==> src/rtl/acsi_initiator_if.sv <==
// ACSI bus signal bundle: the initiator drives address/select/direction/data,
// the target returns read data and its interrupt line.
interface acsi_initiator_if;
    logic       acsi_a1;
    logic       acsi_sel;
    logic       acsi_rw;
    logic [7:0] acsi_dout;
    logic [7:0] acsi_din;
    logic       acsi_irq;

    modport master (
        output acsi_a1, acsi_sel, acsi_rw, acsi_dout,
        input  acsi_din, acsi_irq
    );

    modport slave (
        input  acsi_a1, acsi_sel, acsi_rw, acsi_dout,
        output acsi_din, acsi_irq
    );
endinterface

==> src/rtl/acsi_initiator.sv <==
// ACSI command initiator: sends one CDB (optionally ICD-prefixed) byte by byte,
// waits for completion, reads the status byte and reports done/err/timeout.
module acsi_initiator #(
    parameter int unsigned SEL_LEN      = 2,
    parameter logic [15:0] ACK_TIMEOUT  = 16'd1000,
    parameter logic [23:0] DONE_TIMEOUT = 24'd2000000
) (
    input  logic             clk,
    input  logic             reset,
    input  logic             clk_en,
    input  logic             start,
    input  logic [2:0]       target,
    input  logic [4:0]       cmd_len,
    output logic [3:0]       cmd_idx,
    input  logic [7:0]       cmd_byte,
    output logic             busy,
    output logic             done,
    output logic [7:0]       status,
    output logic             err,
    output logic             timeout,
    acsi_initiator_if.master bus
);

    typedef enum logic [3:0] {
        IDLE, SETUP, SEL, RECOVER, WAIT_ACK, WAIT_DONE, STAT_SETUP, STAT_SEL, FINISH
    } state_t;

    localparam logic [3:0]  SEL_LAST  = 4'(SEL_LEN - 1);
    localparam logic [23:0] ACK_LAST  = {8'd0, ACK_TIMEOUT} - 24'd1;
    localparam logic [23:0] DONE_LAST = DONE_TIMEOUT - 24'd1;

    state_t      state_q, state_d;
    logic [2:0]  target_q, target_d;
    logic [4:0]  len_q, len_d;
    logic [3:0]  idx_q, idx_d;
    logic        icd_q, icd_d;
    logic        first_q, first_d;     // current bus byte is the command's first one
    logic        rd_q, rd_d;           // status read already performed
    logic [3:0]  sel_cnt_q, sel_cnt_d;
    logic [23:0] tmo_cnt_q, tmo_cnt_d;
    logic [7:0]  status_q, status_d;
    logic        err_q, err_d;
    logic        timeout_q, timeout_d;

    logic        len_ok;
    logic        last_byte;
    logic [7:0]  bus_byte;

    assign len_ok    = (cmd_len >= 5'd6) && (cmd_len <= 5'd16);
    // ICD and plain modes both end on CDB index len-1 once past the first byte.
    assign last_byte = !first_q && ({1'b0, idx_q} == (len_q - 5'd1));
    assign bus_byte  = first_q ? {target_q, (icd_q ? 5'h1F : cmd_byte[4:0])} : cmd_byte;

    always_ff @(posedge clk) begin
        if (reset) begin
            state_q   <= IDLE;
            target_q  <= 3'd0;
            len_q     <= 5'd0;
            idx_q     <= 4'd0;
            icd_q     <= 1'b0;
            first_q   <= 1'b0;
            rd_q      <= 1'b0;
            sel_cnt_q <= 4'd0;
            tmo_cnt_q <= 24'd0;
            status_q  <= 8'h00;
            err_q     <= 1'b0;
            timeout_q <= 1'b0;
        end else begin
            state_q   <= state_d;
            target_q  <= target_d;
            len_q     <= len_d;
            idx_q     <= idx_d;
            icd_q     <= icd_d;
            first_q   <= first_d;
            rd_q      <= rd_d;
            sel_cnt_q <= sel_cnt_d;
            tmo_cnt_q <= tmo_cnt_d;
            status_q  <= status_d;
            err_q     <= err_d;
            timeout_q <= timeout_d;
        end
    end

    always_comb begin
        state_d   = state_q;
        target_d  = target_q;
        len_d     = len_q;
        idx_d     = idx_q;
        icd_d     = icd_q;
        first_d   = first_q;
        rd_d      = rd_q;
        sel_cnt_d = sel_cnt_q;
        tmo_cnt_d = tmo_cnt_q;
        status_d  = status_q;
        err_d     = err_q;
        timeout_d = timeout_q;

        unique case (state_q)
            IDLE: begin
                if (start) begin
                    status_d  = 8'h00;
                    err_d     = 1'b0;
                    timeout_d = 1'b0;
                    idx_d     = 4'd0;
                    if (len_ok) begin
                        target_d = target;
                        len_d    = cmd_len;
                        // cmd_idx is 0 while idle, so cmd_byte is CDB byte 0 here
                        icd_d    = (cmd_byte >= 8'h20);
                        first_d  = 1'b1;
                        rd_d     = 1'b0;
                        state_d  = SETUP;
                    end else begin
                        status_d = 8'h02;
                        err_d    = 1'b1;
                        state_d  = FINISH;
                    end
                end
            end
            SETUP: begin
                if (clk_en) begin
                    sel_cnt_d = 4'd0;
                    state_d   = SEL;
                end
            end
            SEL: begin
                if (clk_en) begin
                    if (sel_cnt_q == SEL_LAST) state_d = RECOVER;
                    else                       sel_cnt_d = sel_cnt_q + 4'd1;
                end
            end
            RECOVER: begin
                if (clk_en) begin
                    tmo_cnt_d = 24'd0;
                    if (rd_q)           state_d = FINISH;
                    else if (last_byte) state_d = WAIT_DONE;
                    else                state_d = WAIT_ACK;
                end
            end
            WAIT_ACK: begin
                if (clk_en) begin
                    if (bus.acsi_irq) begin
                        // the ICD escape byte precedes CDB byte 0 without consuming it
                        if (!(first_q && icd_q)) idx_d = idx_q + 4'd1;
                        first_d = 1'b0;
                        state_d = SETUP;
                    end else if (tmo_cnt_q == ACK_LAST) begin
                        timeout_d = 1'b1;
                        status_d  = 8'hFF;
                        err_d     = 1'b1;
                        state_d   = FINISH;
                    end else begin
                        tmo_cnt_d = tmo_cnt_q + 24'd1;
                    end
                end
            end
            WAIT_DONE: begin
                if (clk_en) begin
                    if (bus.acsi_irq) begin
                        state_d = STAT_SETUP;
                    end else if (tmo_cnt_q == DONE_LAST) begin
                        timeout_d = 1'b1;
                        status_d  = 8'hFF;
                        err_d     = 1'b1;
                        state_d   = FINISH;
                    end else begin
                        tmo_cnt_d = tmo_cnt_q + 24'd1;
                    end
                end
            end
            STAT_SETUP: begin
                if (clk_en) begin
                    sel_cnt_d = 4'd0;
                    state_d   = STAT_SEL;
                end
            end
            STAT_SEL: begin
                if (clk_en) begin
                    if (sel_cnt_q == SEL_LAST) begin
                        status_d = bus.acsi_din;
                        err_d    = bus.acsi_din[1];
                        rd_d     = 1'b1;
                        state_d  = RECOVER;
                    end else begin
                        sel_cnt_d = sel_cnt_q + 4'd1;
                    end
                end
            end
            FINISH: begin
                idx_d   = 4'd0;
                state_d = IDLE;
            end
            default: state_d = IDLE;
        endcase
    end

    logic       a1_o, sel_o, rw_o;
    logic [7:0] dout_o;

    always_comb begin
        a1_o   = 1'b0;
        sel_o  = 1'b0;
        rw_o   = 1'b1;
        dout_o = 8'h00;
        unique case (state_q)
            SETUP, SEL: begin
                a1_o   = !first_q;
                rw_o   = 1'b0;
                dout_o = bus_byte;
                sel_o  = (state_q == SEL);
            end
            RECOVER: begin
                a1_o   = !(first_q || rd_q);
                dout_o = rd_q ? 8'h00 : bus_byte;
            end
            WAIT_ACK, WAIT_DONE: a1_o = 1'b1;
            STAT_SETUP, STAT_SEL: sel_o = (state_q == STAT_SEL);
            default: ;
        endcase
    end

    assign bus.acsi_a1   = a1_o;
    assign bus.acsi_sel  = sel_o;
    assign bus.acsi_rw   = rw_o;
    assign bus.acsi_dout = dout_o;

    assign cmd_idx = idx_q;
    assign busy    = (state_q != IDLE);
    assign done    = (state_q == FINISH);
    assign status  = status_q;
    assign err     = err_q;
    assign timeout = timeout_q;

endmodule
==> src/flat_wrapper.sv <==
// flat-port wrapper written by rule: the top's interface ports become plain ports
module acsi_initiator_flat 
#(
    parameter int unsigned SEL_LEN      = 2,
    parameter logic [15:0] ACK_TIMEOUT  = 16'd1000,
    parameter logic [23:0] DONE_TIMEOUT = 24'd2000000
)
  (clk, reset, clk_en, start, target, cmd_len, cmd_idx, cmd_byte, busy, done, status, err, timeout, bus_acsi_a1, bus_acsi_sel, bus_acsi_rw, bus_acsi_dout, bus_acsi_din, bus_acsi_irq);
  acsi_initiator_if bus_i ();
  input  logic clk;
  input  logic reset;
  input  logic clk_en;
  input  logic start;
  input  logic [2:0] target;
  input  logic [4:0] cmd_len;
  output logic [3:0] cmd_idx;
  input  logic [7:0] cmd_byte;
  output logic busy;
  output logic done;
  output logic [7:0] status;
  output logic err;
  output logic timeout;
  output wire logic [$bits(bus_i.acsi_a1)-1:0] bus_acsi_a1;
  output wire logic [$bits(bus_i.acsi_sel)-1:0] bus_acsi_sel;
  output wire logic [$bits(bus_i.acsi_rw)-1:0] bus_acsi_rw;
  output wire logic [$bits(bus_i.acsi_dout)-1:0] bus_acsi_dout;
  input wire logic [$bits(bus_i.acsi_din)-1:0] bus_acsi_din;
  input wire logic [$bits(bus_i.acsi_irq)-1:0] bus_acsi_irq;
  assign bus_acsi_a1 = bus_i.acsi_a1;
  assign bus_acsi_sel = bus_i.acsi_sel;
  assign bus_acsi_rw = bus_i.acsi_rw;
  assign bus_acsi_dout = bus_i.acsi_dout;
  assign bus_i.acsi_din = bus_acsi_din;
  assign bus_i.acsi_irq = bus_acsi_irq;
  acsi_initiator #(.SEL_LEN(SEL_LEN), .ACK_TIMEOUT(ACK_TIMEOUT), .DONE_TIMEOUT(DONE_TIMEOUT)) u_core (.clk(clk), .reset(reset), .clk_en(clk_en), .start(start), .target(target), .cmd_len(cmd_len), .cmd_idx(cmd_idx), .cmd_byte(cmd_byte), .busy(busy), .done(done), .status(status), .err(err), .timeout(timeout), .bus(bus_i));
endmodule
==> config.mk <==
export PLATFORM = sky130hd
export DESIGN_NAME = acsi_initiator_flat
export DESIGN_NICKNAME = d
export VERILOG_FILES = /design/src/rtl/acsi_initiator_if.sv /design/src/rtl/acsi_initiator.sv /design/src/flat_wrapper.sv
export SDC_FILE = /design/constraint.sdc
export NUM_CORES = 1
export LEC_CHECK = 0
export BUFFER_PORTS_ARGS = -buffer_cell sky130_fd_sc_hd__clkbuf_2
export CELL_PAD_IN_SITES_DETAIL_PLACEMENT = 0
export CELL_PAD_IN_SITES_GLOBAL_PLACEMENT = 2
export CORE_UTILIZATION = 34
export DETAILED_ROUTE_END_ITERATION = 12
export PLACE_DENSITY = 0.8
export SYNTH_ARGS = -nofsm -noshare
export SYNTH_HDL_FRONTEND = slang
export SYNTH_SLANG_ARGS = --single-unit
==> constraint.sdc <==
create_clock -name clk -period 2.27 [get_ports clk]
set_input_delay 0 -clock clk [delete_from_list [all_inputs] [get_ports clk]]
set_output_delay 0 -clock clk [all_outputs]
set_load 0.1 [all_outputs]
== Word-level counts from Yosys, hierarchy flattened ==
Index checks and enable logic that the tools add are counted.

* Output and inout bits: 27
* Word-level logic and storage cells: 157
* Register bits after elaboration: 57
* Bits of input ports: 29

* $lt $le $gt $ge: 3
* Reductions and logical operators: 29
* Multiplexer cells: 74
* $add $sub $neg: 4
* Equal/unequal tests: 35

{| class="wikitable"
|+ Operators with widths
! operator !! number
|-
| 2-to-1 mux 24 bit || 7
|-
| 2-to-1 mux 8 bit || 11
|-
| 2-to-1 mux 4 bit || 21
|-
| case mux 24 bit (3 select lines) || 1
|-
| case mux 8 bit (4 select lines) || 1
|-
| != test 2 bit, second input constant || 14
|-
| case mux 4 bit (7 select lines) || 1
|-
| adder 24 x 1 -> 24 bit, second input constant || 1
|-
| equality test 24 x 10 -> 1 bit, second input constant || 1
|-
| equality test 24 x 21 -> 1 bit, second input constant || 1
|-
| 2-to-1 mux 1 bit || 21
|-
| AND reduction 10 bit || 2
|-
| equality test 4 x 3 -> 1 bit, second input constant || 4
|-
| case mux 8 bit (2 select lines) || 1
|-
| AND reduction 8 bit || 2
|-
| AND reduction 5 bit || 3
|-
| != test 2 x 1 -> 1 bit, second input constant || 7
|-
| case mux 4 bit (3 select lines) || 1
|-
| OR reduction 2 bit || 5
|-
| nonzero test 3 bit || 3
|-
| adder 4 x 1 -> 4 bit, second input constant || 2
|-
| equality test 4 x 1 -> 1 bit, second input constant || 2
|-
| equality test 4 x 2 -> 1 bit, second input constant || 2
|-
| >= comparator 8 x 6 -> 1 bit, second input constant || 1
|-
| other kinds (20) || 30
|}

== Depth between registers and ports, before layout ==
* Word-level depth: 7
* Depth in mapped cells: 9
* Gate-level depth less buffers: 7

== Least setup slack after synthesis ==
No wires, ideal clock.

* Path kind: register to output
* From: reg u_core.state_q[1]
* To: out bus_acsi_a1
* Arrival: 4.022 ns
* Setup slack: -1.752 ns
* Buffers on the path: 3
* Stages on the path, launching flop included: 8
* Data required time: 2.270 ns
* Cell sequence: dfxtp_1 -> buf_4 -> buf_2 -> xnor2_1 -> or3_1 -> and2_1 -> clkbuf_1 -> o21ai_0

* Word-level cells in the longest chain between the ends: 3
* Elaborated cells on any way between the ends: 8
* Classes of those cells: 5 x eq/ne; 1 x mux; 2 x reduce/logical

{| class="wikitable"
|+ Ends and longest elaborated chain
! item !! RTL line !! text
|-
| start: declaration || acsi_initiator.sv:32 || <nowiki>state_t state_q, state_d;</nowiki>
|-
| start signal: assignment || acsi_initiator.sv:69 || <nowiki>state_q <= state_d;</nowiki>
|-
| equality test 4 x 3 -> 1 bit (tied with other cells) || acsi_initiator.sv:205 || <nowiki>unique case (state_q)</nowiki>
|-
| OR reduction 2 bit || acsi_initiator.sv:205 ||
|-
| case mux 1 bit (3 select lines) * || acsi_initiator.sv:205 ||
|-
| end: declaration || flat_wrapper.sv:23 || <nowiki>output wire logic [$bits(bus_i.acsi_a1)-1:0] bus_acsi_a1;</nowiki>
|}

Mark *: on every way between the ends. The rest lies on a longest branch, timed or not.

== Worst setup path in the final report ==
* From: reg u_core.tmo_cnt_q[0]
* To: reg u_core.status_q[6], in the netlist u_core.status[6]

* Word-level cells in the longest chain between the ends: 3
* Elaborated cells on any way between the ends: 5
* Classes of those cells: 4 x eq/ne; 1 x reduce/logical

{| class="wikitable"
|+ Ends and longest elaborated chain
! item !! RTL line !! text
|-
| start: declaration || acsi_initiator.sv:40 || <nowiki>logic [23:0] tmo_cnt_q, tmo_cnt_d;</nowiki>
|-
| start signal: assignment || acsi_initiator.sv:77 || <nowiki>tmo_cnt_q <= tmo_cnt_d;</nowiki>
|-
| equality test 24 x 21 -> 1 bit or equality test 24 x 10 -> 1 bit (tied branches) || acsi_initiator.sv:161, acsi_initiator.sv:147 ||
|-
| != test 2 x 1 -> 1 bit (no line) || n/a ||
|-
| AND reduction 10 bit (no line) * || n/a ||
|-
| end signal: assignment || acsi_initiator.sv:78 || <nowiki>status_q <= status_d;</nowiki>
|-
| end: declaration || acsi_initiator.sv:41 || <nowiki>logic [7:0] status_q, status_d;</nowiki>
|}

Marked as above.
A chain may end at the register's enable or synchronous reset.

==> flow_summary.ini <==
[hold_path]
min_from = start
hp-class = in -> reg
whs_endpoint = u_core.first_q$_SDFFE_PP0P_
min_path_cells = 3

[synthesis]
avgSynthCellArea_sq_um = 8.08
yosysUniqueCellTypes = 64
synth_ff_type = dfxtp_1
synth.largest_area_cell = dfxtp_1
syn-cell-area_sq_mm = 0.00360
synthTopCellsByArea = dfxtp_1 31%, mux2i_1 7.0%, a21oi_1 4.6%, nor2_1 3.9%, nand2_1 3.8%
ys_seq_area_frac = 0.312
synthesis.nets = 479
ys_async_sr_fraction = 0
yosysTopAreaCellShare = 0.312
ys_warn_count = 0
syn-instance-count = 445
synth_edf_count = 0
synth-seq-cells = 56

[clocking]
clock_sink_count = 56
clockRootBuffer = clkbuf_8
numCtsBuffers = 5
postCtsSetupBuffers = 0
path_clk_slew_ns = 0.10
htreeDepth = 2
cts_tree = built
clock_latency_ns = 0.31
cts.path.max_buffers = 2

[layout]
finalInstanceArea_sq_mm = 0.00455
final_net_count = 550
drive_gt1_frac = 0.255
area_delta_synth_final_pct = 26.5
antenna_cells = 0
seq_area_sq_mm = 0.00112
instances_no_fill = 653
fillers = 1016
multiInputGateArea_sq_mm = 0.00235

[placement]
placed_cell_area_sq_mm = 0.00436
pre_cts_slack_ns = 0.102
gp_congestion = 0.822
io_buffers = 55
dp_cells = 637
dp_hpwl_um = 7120

[floorplan]
ioPinCount = 56
num_rows = 37
die_h_um = 105
die_w_um = 105
start_util = 0.350
dieArea_sq_mm = 0.0110
core-area_sq_mm = 0.0103

[grt]
grt_max_degree = 34
antenna_found_initial = 0
grt_pass1_vias = 3402
grt_overflow = 0
grt_usage = 0.182
grt_pass1_wl_um = 16500

[worst_setup_path]
cp_top_family = simple AND/OR/NAND/NOR gates
r2r-end = u_core.status[6]$_SDFFE_PP0P_
crit_buf_inv = 1
crit_slowest_cell = dfxtp_1
crit_type = reg -> reg
r2r_setup_slack_ns = 0.12
worstPathRequired_ns = 2.48
reg2reg_depth = 7
path_cells = ha_1, and3_1, nand4_1, o21ai_0, buf_4, nand4b_4, mux2_1
slowest_delay_ns = 0.44
rr_startpoint = u_core.tmo_cnt_q[0]$_SDFFE_PP0P_
crit_arrival_ns = 2.36
cp-start-kind = flip-flop
cp_max_fo = 8
cp-end-kind = flip-flop

[detailed_routing]
drt_pass1_iterations = 4
vias_per_cell = 5.45
vias = 3556
post_drt_wl_per_cell_um = 14.7
drt_iter0_markers = 221
routed_wl_um = 9600
drc_errors = 0
final_antenna_net_count = 0

[sta]
fin_crit_ns = 2.15
hold_slack_ns = 0.0195
worst_slew_pin_slew_ns = 0.545
period_share = 0.946
fin_ws_ns = 0.122
maxSlewHeadroom = 0.636
setup_viol = 0
final_max_slew_viol_count = 0
rsz0062_at_grt = false
fmax_mhz = 466
finClkSkew_ns = 0.00720
hold_viol = 0

[power]
sw_frac_of_total = 0.512
pwr-share-seq = 0.239
total_leakage_power_nw = 1.65
peakVddDrop_uv = 793
pwr_density_cell_mw_per_mm2 = 1050
internal_power_mw = 2.34
p_comb_frac = 0.643
clock_power_share = 0.117
p_sw_mw = 2.45

[flow_run]
maxCapViolations = 0

[status]
status = complete, no violations
## state kept, by name, summed over array words and instances, names as in the netlist
name,flops
u_core.timeout,1
u_core.sel_cnt_q,4
u_core.target_q,3
u_core.len_q,5
u_core.status,8
u_core.cmd_idx,4
u_core.first_q,1
u_core.rd_q,1
u_core.icd_q,1
u_core.state_q,4
u_core.tmo_cnt_q,24
## worst max path at each step
stage | from | end | slack (ns) | cells after the start
finish | u_core.tmo_cnt_q[0]$_SDFFE_PP0P_ | u_core.status[6]$_SDFFE_PP0P_ | 0.12 | 7
global route | u_core.tmo_cnt_q[0]$_SDFFE_PP0P_ | u_core.status[6]$_SDFFE_PP0P_ | 0.0002 | 7
global placement | u_core.tmo_cnt_q[8]$_SDFFE_PP0P_ | u_core.status[6]$_SDFFE_PP0P_ | 0.19 | 7
detailed placement | u_core.tmo_cnt_q[8]$_SDFFE_PP0P_ | u_core.status[6]$_SDFFE_PP0P_ | 0.10 | 7
floorplan | u_core.state_q[1]$_SDFFE_PP0P_ | bus_acsi_a1 | -0.06 | 7
CTS | u_core.state_q[1]$_SDFFE_PP0P_ | bus_acsi_dout[1] | 0.07 | 7
## cells by family (layout without fill, tap and decap cells)
family,after synthesis,count (layout),share of synthesized area
xor gates and xnor gates,7,7,0.0170
buffers and inverters,46,118,0.0630
adders and majority gates,5,5,0.0174
muxes,33,33,0.0946
AOI/OAI and AO/OA,93,93,0.170
and+or+nand+nor,205,205,0.326
DFF,56,56,0.312
## stage by stage
step | power [mW] | util | setup TNS, ns
after CTS | 4.83 | 0.441 | 0
after global routing | 5.02 | 0.443 | 0
final | 4.78 | 0.443 | 0
after detailed placement | 4.23 | 0.424 | 0
after global placement | 4.22 | 0.424 | 0
after floorplan | 3.39 | - | -0.0581
## cells in the mapped netlist (3+ instances only)
library cell  instances
nor2_1               37
o31a_1                3
a31oi_1               5
dfxtp_1              56
or4_1                13
o21ai_1               3
ha_1                  5
nand2b_1             13
a21oi_1              33
buf_2                 7
and3_1                9
buf_1                 3
buf_4                 6
inv_1                12
xnor2_1               7
nand3_1              18
o31ai_1              10
nand4_1               8
nand3b_1              5
clkbuf_1             15
o21ai_0              15
and2_1                4
nor2b_1              11
nor4_1               11
or3_1                 9
nor3_1               14
nand2_1              36
nor4b_1               3
buf_6                 3
mux2i_1              25
mux2_2                7
## power by group through the flow
| stage | combinational, mW | clock [mW] | sequential [mW] |
|---|---|---|---|
| floorplan | 2.23 | 0 | 1.16 |
| global placement | 3.06 | 0 | 1.16 |
| detailed placement | 3.07 | 0 | 1.16 |
| CTS | 3.09 | 0.599 | 1.14 |
| global route | 3.22 | 0.640 | 1.16 |
| finish | 3.08 | 0.562 | 1.14 |
## layout by cell type, fill, tap and decap left out, types with 11 or more instances in the layout
| cell | Yosys | layout |
|---|---|---|
| a21oi_1 | 33 | 33 |
| buf_12 | 0 | 11 |
| buf_4 | 6 | 33 |
| clkbuf_2 | 0 | 46 |
| dfxtp_1 | 56 | 54 |
| inv_1 | 12 | 12 |
| mux2i_1 | 25 | 25 |
| nand2_1 | 36 | 36 |
| nand2b_1 | 13 | 13 |
| nand3_1 | 18 | 18 |
| nor2_1 | 37 | 29 |
| nor2b_1 | 11 | 11 |
| nor3_1 | 14 | 14 |
| o21ai_0 | 15 | 14 |
| or4_1 | 13 | 13 |
## cell type report
class	count	share of cell area
Clock buffer	6	0.0159
Clock inverter	2	0.00357
Tap cell	136	0.0374
Inverter	12	0.00990
Sequential cell	56	0.247
Multi-Input combinational cell	343	0.515
Timing Repair Buffer	98	0.171
## worst register-to-register path: stages (launching register included)
cell	delay, ns
dfxtp_1	0.44
ha_1	0.24
and3_1	0.18
nand4_1	0.24
o21ai_0	0.27
buf_4	0.15
nand4b_4	0.17
mux2_1	0.36
## routing by layer
layer / global-route usage / vias to the layer above / wire length [um] / share of wire
met3: 0.0268 / 7 / 378 / 0.039
met2: 0.291 / 72 / 4370 / 0.46
met1: 0.257 / 1698 / 4770 / 0.50
li1: - / 1779 / - / -
met5: 0 / - / 0 / 0
met4: 0.0423 / 0 / 80 / 0.0083
## repair_timing
action,CTS,global route
cloned,0,0
pin swaps,0,1
endpoints found under the setup margin,5,20
hold buffers,8,0
hold endpoints to repair,8,0
gates resized for setup,2,4
No activity file was read; power rests on OpenSTA's default activity.
